## src/rtl/mem_arbiter.sv

```systemverilog
// Shares one block memory between an i-side reader and a d-side reader/writer, round-robin on ties.
// Command issues the edge a request is seen in IDLE; completion pulses one cycle after mem_ready/mem_done; losers hold req.
module mem_arbiter #(
  parameter int ADDR_W  = 10,
  parameter int BLOCK_W = 128,
  parameter int TIMEOUT = 255
) (
  input  logic               clock,
  input  logic               reset,
  input  logic               i_req,
  input  logic [ADDR_W-1:0]  i_addr,
  output logic               i_ready,
  output logic [BLOCK_W-1:0] i_rdata,
  input  logic               d_req,
  input  logic               d_we,
  input  logic [ADDR_W-1:0]  d_addr,
  input  logic [BLOCK_W-1:0] d_wdata,
  output logic               d_ready,
  output logic               d_done,
  output logic [BLOCK_W-1:0] d_rdata,
  output logic               mem_ren,
  output logic               mem_wen,
  output logic [ADDR_W-1:0]  mem_addr,
  output logic [BLOCK_W-1:0] mem_din,
  input  logic               mem_ready,
  input  logic               mem_done,
  input  logic [BLOCK_W-1:0] mem_dout,
  output logic               busy,
  output logic               err_timeout
);
  localparam int CNT_W = (TIMEOUT < 1) ? 1 : $clog2(TIMEOUT + 1);
  localparam logic [CNT_W-1:0] CNT_MAX = CNT_W'(TIMEOUT);

  typedef enum logic [1:0] {IDLE = 2'd0, RD = 2'd1, WR = 2'd2, GAP = 2'd3} state_t;

  state_t           state, state_d;
  logic             last_d;  // owner of the current/last grant; 0 lets the d-side win the next tie
  logic             grant;
  logic             sel_d;
  logic             in_xfer;
  logic             cnt_hit;
  logic [CNT_W-1:0] cnt_q, cnt_d;

  always_ff @(posedge clock) begin
    if (!reset) state <= IDLE;
    else        state <= state_d;
  end

  always_comb begin
    state_d = state;
    grant   = 1'b0;
    sel_d   = d_req && (!i_req || !last_d);
    in_xfer = (state == RD) || (state == WR);
    cnt_d   = cnt_q;
    cnt_hit = 1'b0;
    unique case (state)
      IDLE: begin
        if (i_req || d_req) begin
          grant   = 1'b1;
          state_d = (sel_d && d_we) ? WR : RD;
        end
      end
      RD:      if (mem_ready) state_d = GAP;
      WR:      if (mem_done)  state_d = GAP;
      GAP:     state_d = IDLE;
      default: state_d = IDLE;
    endcase
    if (grant)                            cnt_d = '0;
    else if (in_xfer && cnt_q != CNT_MAX) cnt_d = cnt_q + 1'b1;
    cnt_hit = (grant || in_xfer) && (cnt_d == CNT_MAX);
  end

  always_ff @(posedge clock) begin
    if (!reset) begin
      last_d      <= 1'b0;
      cnt_q       <= '0;
      err_timeout <= 1'b0;
      mem_ren     <= 1'b0;
      mem_wen     <= 1'b0;
      mem_addr    <= '0;
      mem_din     <= '0;
      busy        <= 1'b0;
      i_ready     <= 1'b0;
      i_rdata     <= '0;
      d_ready     <= 1'b0;
      d_done      <= 1'b0;
      d_rdata     <= '0;
    end else begin
      mem_ren <= (state_d == RD);
      mem_wen <= (state_d == WR);
      busy    <= (state_d == RD) || (state_d == WR);
      cnt_q   <= cnt_d;
      if (cnt_hit) err_timeout <= 1'b1;
      i_ready <= 1'b0;
      d_ready <= 1'b0;
      d_done  <= 1'b0;
      if (grant) begin
        last_d   <= sel_d;
        mem_addr <= sel_d ? d_addr : i_addr;
        if (sel_d) mem_din <= d_wdata;
      end
      // Completion goes to whoever owns the grant, even if its req has since dropped.
      if (state == RD && mem_ready) begin
        if (last_d) begin
          d_rdata <= mem_dout;
          d_ready <= 1'b1;
        end else begin
          i_rdata <= mem_dout;
          i_ready <= 1'b1;
        end
      end
      if (state == WR && mem_done) d_done <= 1'b1;
    end
  end
endmodule

```

## config.mk

```make
export PLATFORM = sky130hd
export DESIGN_NAME = mem_arbiter
export DESIGN_NICKNAME = d
export VERILOG_FILES = /design/src/rtl/mem_arbiter.sv
export SDC_FILE = /design/constraint.sdc
export NUM_CORES = 1
export LEC_CHECK = 0
export BUFFER_PORTS_ARGS = -buffer_cell sky130_fd_sc_hd__buf_4
export CAP_MARGIN = 40
export CORE_AREA = 2 2 268 270
export CTS_BUF_LIST = sky130_fd_sc_hd__clkbuf_16
export DETAILED_ROUTE_END_ITERATION = 16
export DIE_AREA = 0 0 270 272
export SYNTH_ARGS = -nofsm -noshare
export SYNTH_HDL_FRONTEND = slang
export SYNTH_SLANG_ARGS = --single-unit
```

## constraint.sdc

```tcl
create_clock -name clock -period 4.4 [get_ports clock]
set_input_delay 0.22 -clock clock [delete_from_list [all_inputs] [get_ports clock]]
set_output_delay 0.22 -clock clock [all_outputs]
set_load 0.01 [all_outputs]
```

## Word-level counts from Yosys, hierarchy flattened

Cells that the tools add are included.

| word-level totals | value |
|---|---|
| bits in registers | 412 |
| bits in latches | 0 |
| bits in writable memories | 0 |
| memory bits (read-only) | 0 |
| bits of input ports | 283 |
| output and inout port bits | 401 |
| logic and storage cells | 54 |
| memories | 0 |

| cells by class | value |
|---|---|
| add/sub/neg operators | 1 |
| multipliers | 0 |
| divide/modulo/power cells | 0 |
| $lt $le $gt $ge | 0 |
| equal/unequal tests | 7 |
| shift operators | 0 |
| mux-type cells | 13 |
| bitwise logic cells | 1 |
| reductions and logical operators | 18 |

Operator list:

| cell | number |
|---|---|
| 8-bit 2-to-1 mux | 2 |
| 10-bit 2-to-1 mux | 1 |
| 8-bit by 1-bit adder with 8-bit output, second input constant | 1 |
| 8-bit equality test, second input constant | 1 |
| 2-bit 2-to-1 mux | 4 |
| 8-bit inequality test, second input constant | 1 |
| 2-bit one-hot mux with 4 select lines | 1 |
| 2-bit AND reduction | 4 |
| 2-bit equality test, second input constant | 3 |
| 1-bit logical AND | 6 |
| 1-bit logical OR | 5 |
| 1-bit 2-to-1 mux | 5 |
| 2-bit by 1-bit equality test with 1-bit output, second input constant | 2 |
| 1-bit logical NOT | 2 |
| 2-bit logical NOT | 1 |
| 1-bit inverter | 1 |

## Logic depth before layout (Yosys ltp)

Gate-level depths: netlist of the first run.

| logic depth | value |
|---|---|
| word-level depth | 9 |
| mapped depth | 8 |
| depth with buffers taken out | 7 |

## Worst setup path before layout of the first run

OpenSTA, ideal clock, no wires.

| path | value |
|---|---|
| kind | register to register |
| start point | register state[1] |
| end point | register err_timeout |
| library setup time | 0.059 ns |
| data arrival time | 1.791 ns |
| required time | 4.341 ns |
| slack | 2.550 ns |
| stages on the path, launching flop included | 8 |
| path buffers | 0 |
| clock period less this slack | 1.850 ns |
| cell sequence | dfxtp_1 inv_1 ha_1 nand4_1 a211oi_2 xnor2_1 a2111oi_1 a32o_2 |

| between the ends | value |
|---|---|
| longest elaborated chain between the ends | 7 |
| elaborated cells on any way between the ends | 11 |
| those cells by class | eq/ne (3); mux (3); reduce/logical (5) |

RTL lines:

| element | line | text |
|---|---|---|
| start: declaration | 36 | `state_t state, state_d;` |
| start signal: assignment | 46 | `else state <= state_d;` |
| 2-bit by 1-bit equality test with 1-bit output / 2-bit equality test (equally long branches) | 53 | `in_xfer = (state == RD) \|\| (state == WR);` |
| 1-bit logical OR | 53 |  |
| 1-bit logical AND | 69 | `else if (in_xfer && cnt_q != CNT_MAX) cnt_d = cnt_q + 1'b1;` |
| 8-bit 2-to-1 mux | 69 |  |
| 8-bit 2-to-1 mux | 68 | `if (grant) cnt_d = '0;` |
| 8-bit equality test | 70 | `cnt_hit = (grant \|\| in_xfer) && (cnt_d == CNT_MAX);` |
| 1-bit logical AND (*) | 70 |  |
| end signal: assignment | 77 | `err_timeout <= 1'b0;` |
| end signal: assignment | 93 | `if (cnt_hit) err_timeout <= 1'b1;` |
| end: declaration | 29 | `output logic err_timeout` |

Mark *: on every way between the ends. The rest lies on a longest branch, timed or not.
A chain may end at the register's enable or synchronous reset.

## Worst setup path after layout of the first run

| path | value |
|---|---|
| start point | register state[1] |
| end point | register i_rdata[60] |

| between the ends | value |
|---|---|
| longest elaborated chain between the ends | 3 |

RTL lines:

| element | line | text |
|---|---|---|
| 2-bit by 1-bit equality test with 1-bit output | 103 | `if (state == RD && mem_ready) begin` |
| 1-bit logical AND | 103 |  |
| 2-bit AND reduction (no line) | - |  |
| end signal: assignment | 108 | `i_rdata <= mem_dout;` |
| end: declaration | 13 | `output logic [BLOCK_W-1:0] i_rdata,` |

Every way passes these cells.

==> results of run 1 <==
## synthesized netlist by cell type
cell,number,share of area
nor2b_1,1,0.00044
xnor2_1,5,0.0031
o21a_1,3,0.0016
o32ai_1,1,0.00061
o21ai_1,1,0.00035
nand2_1,776,0.20
clkbuf_2,1,0.00035
buf_2,24,0.0084
a22o_1,1,0.00061
a211oi_1,11,0.0058
and2b_1,1,0.00052
o22ai_1,1,0.00044
nor3_1,1,0.00035
clkbuf_1,104,0.027
nand4_1,4,0.0017
nor2_1,26,0.0068
inv_1,5,0.0013
nand2b_1,1,0.00044
nor4_1,1,0.00044
a211oi_2,1,0.00087
or2_1,1,0.00044
a32o_2,1,0.00079
o21ai_0,3,0.0010
a21oi_1,390,0.14
buf_1,3,0.00079
dfxtp_1,412,0.58
and4_1,1,0.00061
mux2i_1,11,0.0077
and2_1,3,0.0013
a21boi_0,1,0.00052
nand3_1,3,0.0010
a2111oi_1,1,0.00070
and3_1,3,0.0013
xor2_1,1,0.00061
ha_1,8,0.0070
## flip-flops by register name, indices dropped and copies added (netlist names)
signal and count:
last_d 1, busy 1, mem_addr 10, cnt_q 8, state 2, mem_wen 1, mem_ren 1, d_ready 1
mem_din 128, err_timeout 1, d_done 1, d_rdata 128, i_ready 1, i_rdata 128
## final timing paths
path / slack, ns / cells after the start / start / endpoint
min: 0.05 / 3 / i_addr[9] / mem_addr[9]$_SDFFE_PN0P_
min reg2reg: 0.45 / 2 / d_rdata[81]$_SDFFE_PN0P_ / d_rdata[81]$_SDFFE_PN0P_
max reg2reg: 2.06 / 7 / state[1]$_SDFF_PN0_ / i_rdata[60]$_SDFFE_PN0P_
max: 2.06 / 7 / state[1]$_SDFF_PN0_ / i_rdata[60]$_SDFFE_PN0P_
## cells by family (layout without fill, tap and decap cells)
family                     after synthesis  in the layout  synth area share
xor gates and xnor gates                 6              6          0.003666
buffers and inverters                  137           1058           0.03806
muxes                                   11             11          0.007683
and+or+nand+nor                        822            822            0.2187
adders and majority gates                8              8          0.006984
AOI/OAI and AO/OA                      415            415            0.1495
DFF                                    412            412            0.5755
## cell type report
cell class,count,area share
clock buffer,48,0.04861
clock inverter,33,0.01610
inverter,5,0.001063
multi-input combinational,1262,0.2257
sequential,412,0.3338
tap,950,0.04811
timing repair buffer,972,0.3266
## metal layers
metal  part of all wire  vias to the layer above
li1                   -                     7625
met1               0.41                     7013
met2               0.47                      571
met3              0.075                      121
met4              0.043                        2
met5            0.00018                        -
## power by group
group          switching (mW)  internal, mW  total [mW]
clock                    1.60          2.50        4.10
combinational            1.77          1.40        3.17
sequential              0.274          4.24        4.52
total                    3.64          8.14        11.8
## metrics by stage
| step | util | hold WS, ns | instances |
|---|---|---|---|
| after global routing | 0.3492 | 0.03462 | 3682 |
| final | 0.3492 | 0.04734 | 3682 |
| after floorplan | - | 0.3412 | 1811 |
| after CTS | 0.3492 | 0.008596 | 3682 |
| after global placement | 0.2883 | 0.4415 | 3331 |
| after detailed placement | 0.2886 | 0.4466 | 3332 |
## what timing repair did
item,in CTS,in global routing
hold buffers,269,0
endpoints found under the hold margin,390,0
resized for setup,0,0
## tightest hold or removal path, delay by kind of cell
family | cells | cell delay, ns
buf+inv | 1 | 0.11
compound gates | 1 | 0.09
mux | 1 | 0.14
==> flow_summary_export.csv, run 1 <==
group,metric,value,unit
die,initial_core_util,0.2026,
flow_run,drv_cap,0,
clock_network,root_buffer,"clkbuf_16",
placement,dp_slack,2.040,ns
layout,synthToLayoutAreaGrowth,72.40,%
setup_path,critical_path_arrival,2.83,ns
timing,fin_tns_setup,0,ns
placement,gp_congestion,0.8060,
setup_path,cp-start-kind,"flop",
power_and_ir_drop,power,11.78,mW
setup_path,worstPathRequired,4.90,ns
drt,dr.first_iter.drc_count,617,
layout,seqCellArea,0.008248,sq mm
logic_synthesis,avgSynthCellArea,7.914,sq um
timing,tightest_slew,0.8744,ns
drt,ant_nets,0,
setup_path,cp_top_family,"simple AND/OR/NAND/NOR gates",
placement,postPlaceCellArea,0.02042,sq mm
logic_synthesis,synth.distinct_cells,35,
timing,fin_crit,2.339,ns
layout,fillers,7222,
setup_path,critPathKind,"reg -> reg",
global_route,grt-ovfl-total,0,
logic_synthesis,syn-num-nets,2102,
global_route,grt_use_met2,0.2442,
global_route,grt_pass1_vias,15267,
global_route,grt_max_degree,127,
clock_network,cts_buffer_depth,3,
layout,final_common_cell,"nand2_1",
timing,finalWorstSetupSlack,2.061,ns
timing,setup_viol,0,
drt,dr.pass1.iters,4,
setup_path,critical-path-max-stage-delay,0.59,ns
timing,rsz0062_at_grt,"no",
global_route,antenna_found_initial,2,
logic_synthesis,synth-seq-cells,412,
logic_synthesis,synthCells,1811,
timing,slew-limit-headroom,0.4171,
logic_synthesis,yosysSeqAreaShare,0.5755,
timing,slew_viol_final,0,
setup_path,worst-path-buf-inv,2,
power_and_ir_drop,p_leak,10.28,nW
setup_path,endpoint_kind,"flop",
layout,final_nets,2991,
global_route,grtUsageMet3,0.04249,
drt,via_per_inst,4.164,
drt,drc,0,
placement,io_buffers,683,
setup_path,crit_path_top_delay_cell,"or2_4",
die,die_y,272,microns
power_and_ir_drop,ir_drop,0.3102,mV
global_route,track_usage,0.1437,
clock_network,cts.sinks,412,
drt,dr_total_vias,15332,
hold_path,worst_hold_path_type,"in -> reg",
clock_network,cts_made_buffers,47,
global_route,busiest_layer,"met2",
logic_synthesis,yosys_warnings,0,
die,io_pins,684,
clock_network,worstSkewPairLatency,0.58,ns
power_and_ir_drop,power_density,476.8,mW/mm^2
layout,multi_input_area,0.005577,sq mm
die,dieWidth,270,microns
timing,clock_skew,0.01876,ns
timing,hold_viol_final,0,
clock_network,clkTransAtPathRegs,0.06,ns
die,num_rows,98,
die,core_area,0.07075,sq mm
setup_path,critPathMaxFanout,44,
layout,design_area,0.02471,sq mm
layout,layout_common_cells,"nand2_1, buf_4, dfxtp_1, a21oi_1, dlygate4sd3_1",
setup_path,worstPathCellList,"inv_1, ha_1, nand2_1, or2_4, buf_4, nand2_1, a21oi_1",
placement,hpwl,37.10,mm
clock_network,tritoncts,"done",
layout,drive_above_1_share,0.2855,
drt,wl,55.64,mm
logic_synthesis,synth_area,0.01433,sq mm
setup_path,cpMostUsedCell,"nand2_1",
global_route,use_met1,0.1671,
global_route,grt_first_pass_wirelength,85.26,mm
timing,period_share,0.5316,
clock_network,cts.htree.levels,2,
drt,wire_per_inst,15.11,microns
layout,num_antenna_cells,0,
outcome,outcome,"finished clean",
timing,clock.fmax,0.4276,GHz
die,die_area,0.07344,sq mm
clock_network,cts_setup_buffers,0,
(Power assumes the default switching activity.)
==> inputs of run 2 (changes only) <==
==> constraint.sdc (replaced) <==
create_clock -name clock -period 2.4 [get_ports clock]
set_input_delay 0.12 -clock clock [delete_from_list [all_inputs] [get_ports clock]]
set_output_delay 0.12 -clock clock [all_outputs]
set_load 0.01 [all_outputs]
==> run 2 against run 1 <==
Net effect: sequential power is 83% higher; routed wire length is 1.2% higher; global-route usage is 0.20 points higher; critical path depth is 2 lower; critical path type unchanged.
==> flow_summary_export.csv, run 2 (same netlist as run 1, synthesis figures left out) <==
group,metric,value,unit
clock_network,worstSkewPairLatency,0.59,ns
timing,hold_ws,0.1051,ns
die,num_rows,98,
die,core_area,0.07075,sq mm
layout,final_common_cell,"nand2_1",
layout,fillers,7159,
global_route,track_usage,0.1457,
drt,dr.first_iter.drc_count,757,
layout,multi_input_area,0.005577,sq mm
setup_path,worstPathRequired,2.87,ns
setup_path,reg2reg_from,"last_d$_SDFFE_PN0P_",
power_and_ir_drop,ir_drop,0.5538,mV
placement,gp_congestion,0.8255,
setup_path,critical_path_arrival,2.58,ns
power_and_ir_drop,p_leak,10.47,nW
clock_network,tritoncts,"done",
drt,wl,56.33,mm
flow_run,drv_cap,0,
drt,wire_per_inst,15.08,microns
timing,fin_tns_setup,0,ns
die,initial_core_util,0.2026,
placement,dp_slack,0.3436,ns
global_route,grt_first_pass_wirelength,86.51,mm
timing,hold_viol_final,0,
placement,dpl.cell_count,3370,
timing,clock.fmax,0.4742,GHz
clock_network,cts_made_buffers,47,
clock_network,root_buffer,"clkbuf_16",
placement,hpwl,38.93,mm
timing,slew_viol_final,0,
clock_network,cts_resized,0,
setup_path,critPathKind,"reg -> reg",
layout,final_nets,3041,
clock_network,cts.sinks,412,
layout,top_regs,"d_rdata: 128 flops, i_rdata: 128 flops, mem_din: 128 flops",
setup_path,worstSetupStartpoint,"last_d$_SDFFE_PN0P_",
timing,clock_skew,0.02452,ns
layout,seqCellArea,0.008248,sq mm
hold_path,worst_hold_path_type,"in -> reg",
setup_path,endpoint_kind,"flop",
die,die_y,272,microns
die,die_area,0.07344,sq mm
layout,layout_common_cells,"nand2_1, buf_4, dfxtp_1, a21oi_1, dlygate4sd3_1",
layout,synthToLayoutAreaGrowth,75.06,%
setup_path,critPathMaxFanout,10,
drt,dr_total_vias,15523,
drt,drc,0,
clock_network,cts_buffer_depth,3,
drt,dr.pass1.iters,5,
placement,io_buffers,683,
clock_network,hold_buffers,281,
global_route,antenna_found_initial,3,
layout,drive_above_1_share,0.2934,
global_route,grt_pass1_vias,15354,
timing,rsz0062_at_grt,"no",
die,io_pins,684,
power_and_ir_drop,power,21.17,mW
timing,finalWorstSetupSlack,0.2911,ns
clock_network,clkTransAtPathRegs,0.06,ns
setup_path,cp-start-kind,"flop",
timing,setup_viol,0,
drt,ant_nets,0,
hold_path,worstHoldStart,"d_we",
clock_network,cts_setup_buffers,0,
clock_network,cts.htree.levels,2,
outcome,outcome,"finished clean",
timing,period_share,0.8787,
timing,fin_crit,2.109,ns
timing,tightest_slew,0.5713,ns
drt,via_per_inst,4.155,
global_route,grt_max_degree,73,
timing,slew-limit-headroom,0.6191,
die,dieWidth,270,microns
layout,stdcell_count,3736,
global_route,grt-ovfl-total,0,
power_and_ir_drop,power_density,843.9,mW/mm^2
==> run 2: worst max-delay path, stage by stage, from the launching register on <==
cell and delay [ns]:
dfxtp_1 0.42, a21boi_1 0.35, buf_4 0.30, mux2i_1 0.10
dlygate4sd3_1 0.58, a211oi_1 0.26
==> run 2: per-stage QoR <==
step	utilization	instance area, sq um
finish	0.3546	25090
global route	0.3546	25090
CTS	0.3546	25090
detailed placement	0.2947	20850
global placement	0.2947	20850
floorplan	-	14330
==> run 2: final timing paths <==
kind	to	slack (ns)	cells past startpoint
worst max register to register	mem_addr[1]$_SDFFE_PN0P_	0.29	5
worst max-delay path	mem_addr[1]$_SDFFE_PN0P_	0.29	5
worst min register to register	i_rdata[104]$_SDFFE_PN0P_	0.45	2
worst min-delay path	state[1]$_SDFF_PN0_	0.11	5
==> run 2: cell type report <==
type                            instances  share of cell area
Antenna cell                            1          0.00009974
Clock buffer                           47             0.04688
Clock inverter                         37            0.009824
Inverter                                5            0.001047
Multi-Input combinational cell       1262              0.2223
Sequential cell                       412              0.3287
Tap cell                              950             0.04737
Timing Repair Buffer                 1022              0.3438
==> run 2: routing by layer <==
metal	part of all wire	up-vias	GRT usage
met5	0	-	0
met4	0.025	0	0.04561
met1	0.41	7157	0.1707
li1	-	7728	-
met2	0.48	551	0.2518
met3	0.083	87	0.04717
==> run 2: report_power, final <==
part | internal (mW) | leakage [nW] | switching [mW] | total [mW]
registers | 7.78 | 3.35 | 0.506 | 8.28
clock network | 3.69 | 0.726 | 3.02 | 6.71
logic | 2.86 | 6.40 | 3.32 | 6.18
total | 14.3 | 10.5 | 6.85 | 21.2
==> inputs of run 3 (changes only) <==
==> constraint.sdc (replaced) <==
create_clock -name clock -period 2.05 [get_ports clock]
set_input_delay 0.1025 -clock clock [delete_from_list [all_inputs] [get_ports clock]]
set_output_delay 0.1025 -clock clock [all_outputs]
set_load 0.01 [all_outputs]
==> run 3 against run 2 <==
Net effect: largest power group unchanged; non-clock buffer count grew 17; via count grew 0.78%; die area is the same; fmax grew 10%; sequential share of layout area shrank 0.31 points; clock power grew 23%; routed wire length grew 0.72%; critical path depth is the same; global-route usage grew 0.14 points; design area grew 0.97%; critical path type unchanged; register-to-register slack lost 0.15 ns.
==> flow_summary_export.csv, run 3 (same netlist as run 1, synthesis figures left out) <==
group,metric,value,unit
outcome,outcome,"finished clean",
timing,rsz0062_at_grt,"no",
die,core_area,0.07075,sq mm
placement,hpwl,39.78,mm
hold_path,worst_hold_path_type,"in -> reg",
power_and_ir_drop,pwr-share-comb,0.292,
power_and_ir_drop,p_seq_frac,0.383,
hold_path,holdPathStages,6,
timing,tightest_slew,0.4642,ns
global_route,grt_max_degree,84,
timing,clock.fmax,0.5228,GHz
drt,via_per_inst,4.171,
setup_path,critical_path_arrival,2.35,ns
setup_path,worstPathRequired,2.49,ns
timing,hold_ws,0.1382,ns
layout,final_nets,3056,
power_and_ir_drop,ir_drop,0.6241,mV
drt,wire_per_inst,15.13,microns
clock_network,cts.sinks,412,
power_and_ir_drop,power_density,999.4,mW/mm^2
placement,gp_congestion,0.8312,
die,num_rows,98,
die,dieWidth,270,microns
global_route,grt_first_pass_wirelength,87.45,mm
power_and_ir_drop,p_sw_frac,0.3160,
clock_network,tritoncts,"done",
die,die_area,0.07344,sq mm
drt,drc,0,
layout,drive_above_1_share,0.2993,
die,io_pins,684,
global_route,grt-ovfl-total,0,
placement,io_buffers,683,
power_and_ir_drop,p_int,17.32,mW
timing,fin_crit,1.913,ns
setup_path,r2r_cells,5,
clock_network,cts_made_buffers,45,
global_route,track_usage,0.1470,
drt,dr.pass1.iters,4,
timing,slew_viol_final,0,
clock_network,worstSkewPairLatency,0.58,ns
power_and_ir_drop,switching_power,8.000,mW
setup_path,critPathMaxFanout,10,
timing,hold_viol_final,0,
power_and_ir_drop,p_leak,10.62,nW
timing,setup_viol,0,
power_and_ir_drop,power_frac_clock,0.325,
clock_network,cts.htree.levels,2,
drt,wl,56.74,mm
layout,top_regs,"d_rdata: 128 flops, i_rdata: 128 flops, mem_din: 128 flops",
setup_path,critPathKind,"reg -> reg",
layout,fillers,7222,
clock_network,cts_setup_buffers,0,
global_route,antenna_found_initial,3,
layout,final_common_cell,"nand2_1",
layout,synthToLayoutAreaGrowth,76.76,%
setup_path,cp-start-kind,"flop",
global_route,grt_pass1_vias,15436,
drt,dr_total_vias,15644,
timing,fin_tns_setup,0,ns
timing,period_share,0.9330,
die,die_y,272,microns
clock_network,root_buffer,"clkbuf_16",
timing,slew-limit-headroom,0.6905,
layout,layout_common_cells,"nand2_1, buf_4, dfxtp_1, a21oi_1, dlygate4sd3_1",
timing,clock_skew,0.01784,ns
clock_network,cts_buffer_depth,3,
flow_run,drv_cap,0,
clock_network,clkTransAtPathRegs,0.06,ns
drt,ant_nets,0,
setup_path,endpoint_kind,"flop",
die,initial_core_util,0.2026,
drt,dr.first_iter.drc_count,817,
[run 3: metrics by stage]
stage / setup WS, ns / util / power [mW] / std cells / cell area, sq um
after floorplan: 0.1999 / - / 13.06 / 1811 / 14330
after global routing: 0.003272 / 0.3581 / 26.71 / 3751 / 25330
final: 0.1373 / 0.3581 / 25.32 / 3751 / 25330
after CTS: 0.06874 / 0.3579 / 25.59 / 3750 / 25320
after detailed placement: 0.08628 / 0.2975 / 16.80 / 3388 / 21050
after global placement: 0.1073 / 0.2975 / 16.75 / 3388 / 21050
[run 3: what timing repair did]
action,CTS,global route
hold buffers,280,0
endpoints found under the setup margin,0,1
endpoints found under the hold margin,407,0
resized for setup,0,3
[run 3: cell type report]
class | count | area, sq um | share of cell area
diodes | 1 | 2.502 | 0.00009878
clock inverters | 37 | 345.3 | 0.01363
multi-input cells | 1262 | 5582 | 0.2203
flip-flops and latches | 412 | 8250 | 0.3257
repair buffers | 1039 | 8813 | 0.3479
well taps | 950 | 1189 | 0.04692
clock buffers | 45 | 1126 | 0.04445
inverters | 5 | 26.28 | 0.001037
[run 3: worst paths after layout]
path | from | to | slack (ns)
min | mem_ready | busy$_SDFF_PN0_ | 0.14
max reg2reg | last_d$_SDFFE_PN0P_ | mem_addr[9]$_SDFFE_PN0P_ | 0.14
min reg2reg | mem_din[105]$_SDFFE_PN0P_ | mem_din[105]$_SDFFE_PN0P_ | 0.45
max | last_d$_SDFFE_PN0P_ | mem_addr[9]$_SDFFE_PN0P_ | 0.14
[run 3: per-layer routing]
metal | up-vias | global-route usage | part of all wire
li1 | 7763 | - | -
met1 | 7201 | 0.1704 | 0.40
met2 | 576 | 0.2559 | 0.49
met3 | 102 | 0.04664 | 0.081
met4 | 2 | 0.04898 | 0.030
met5 | - | 0 | 0.00028
[run 3: power by group through the flow]
stage                     Sequential, mW  Clock, mW  Combinational (mW)
final                               9.69       8.24                7.39
after global routing                9.82       8.81                8.09
after CTS                           9.68       8.49                7.43
after detailed placement            9.84          0                6.95
after global placement              9.81          0                6.94
after floorplan                     10.3          0                2.77
[run 3: critical path, stage by stage, from the launching register on]
cell and delay, ns:
dfxtp_1 0.31, a21boi_1 0.30, buf_4 0.29, mux2i_1 0.24, dlygate4sd3_1 0.58, a211oi_1 0.07
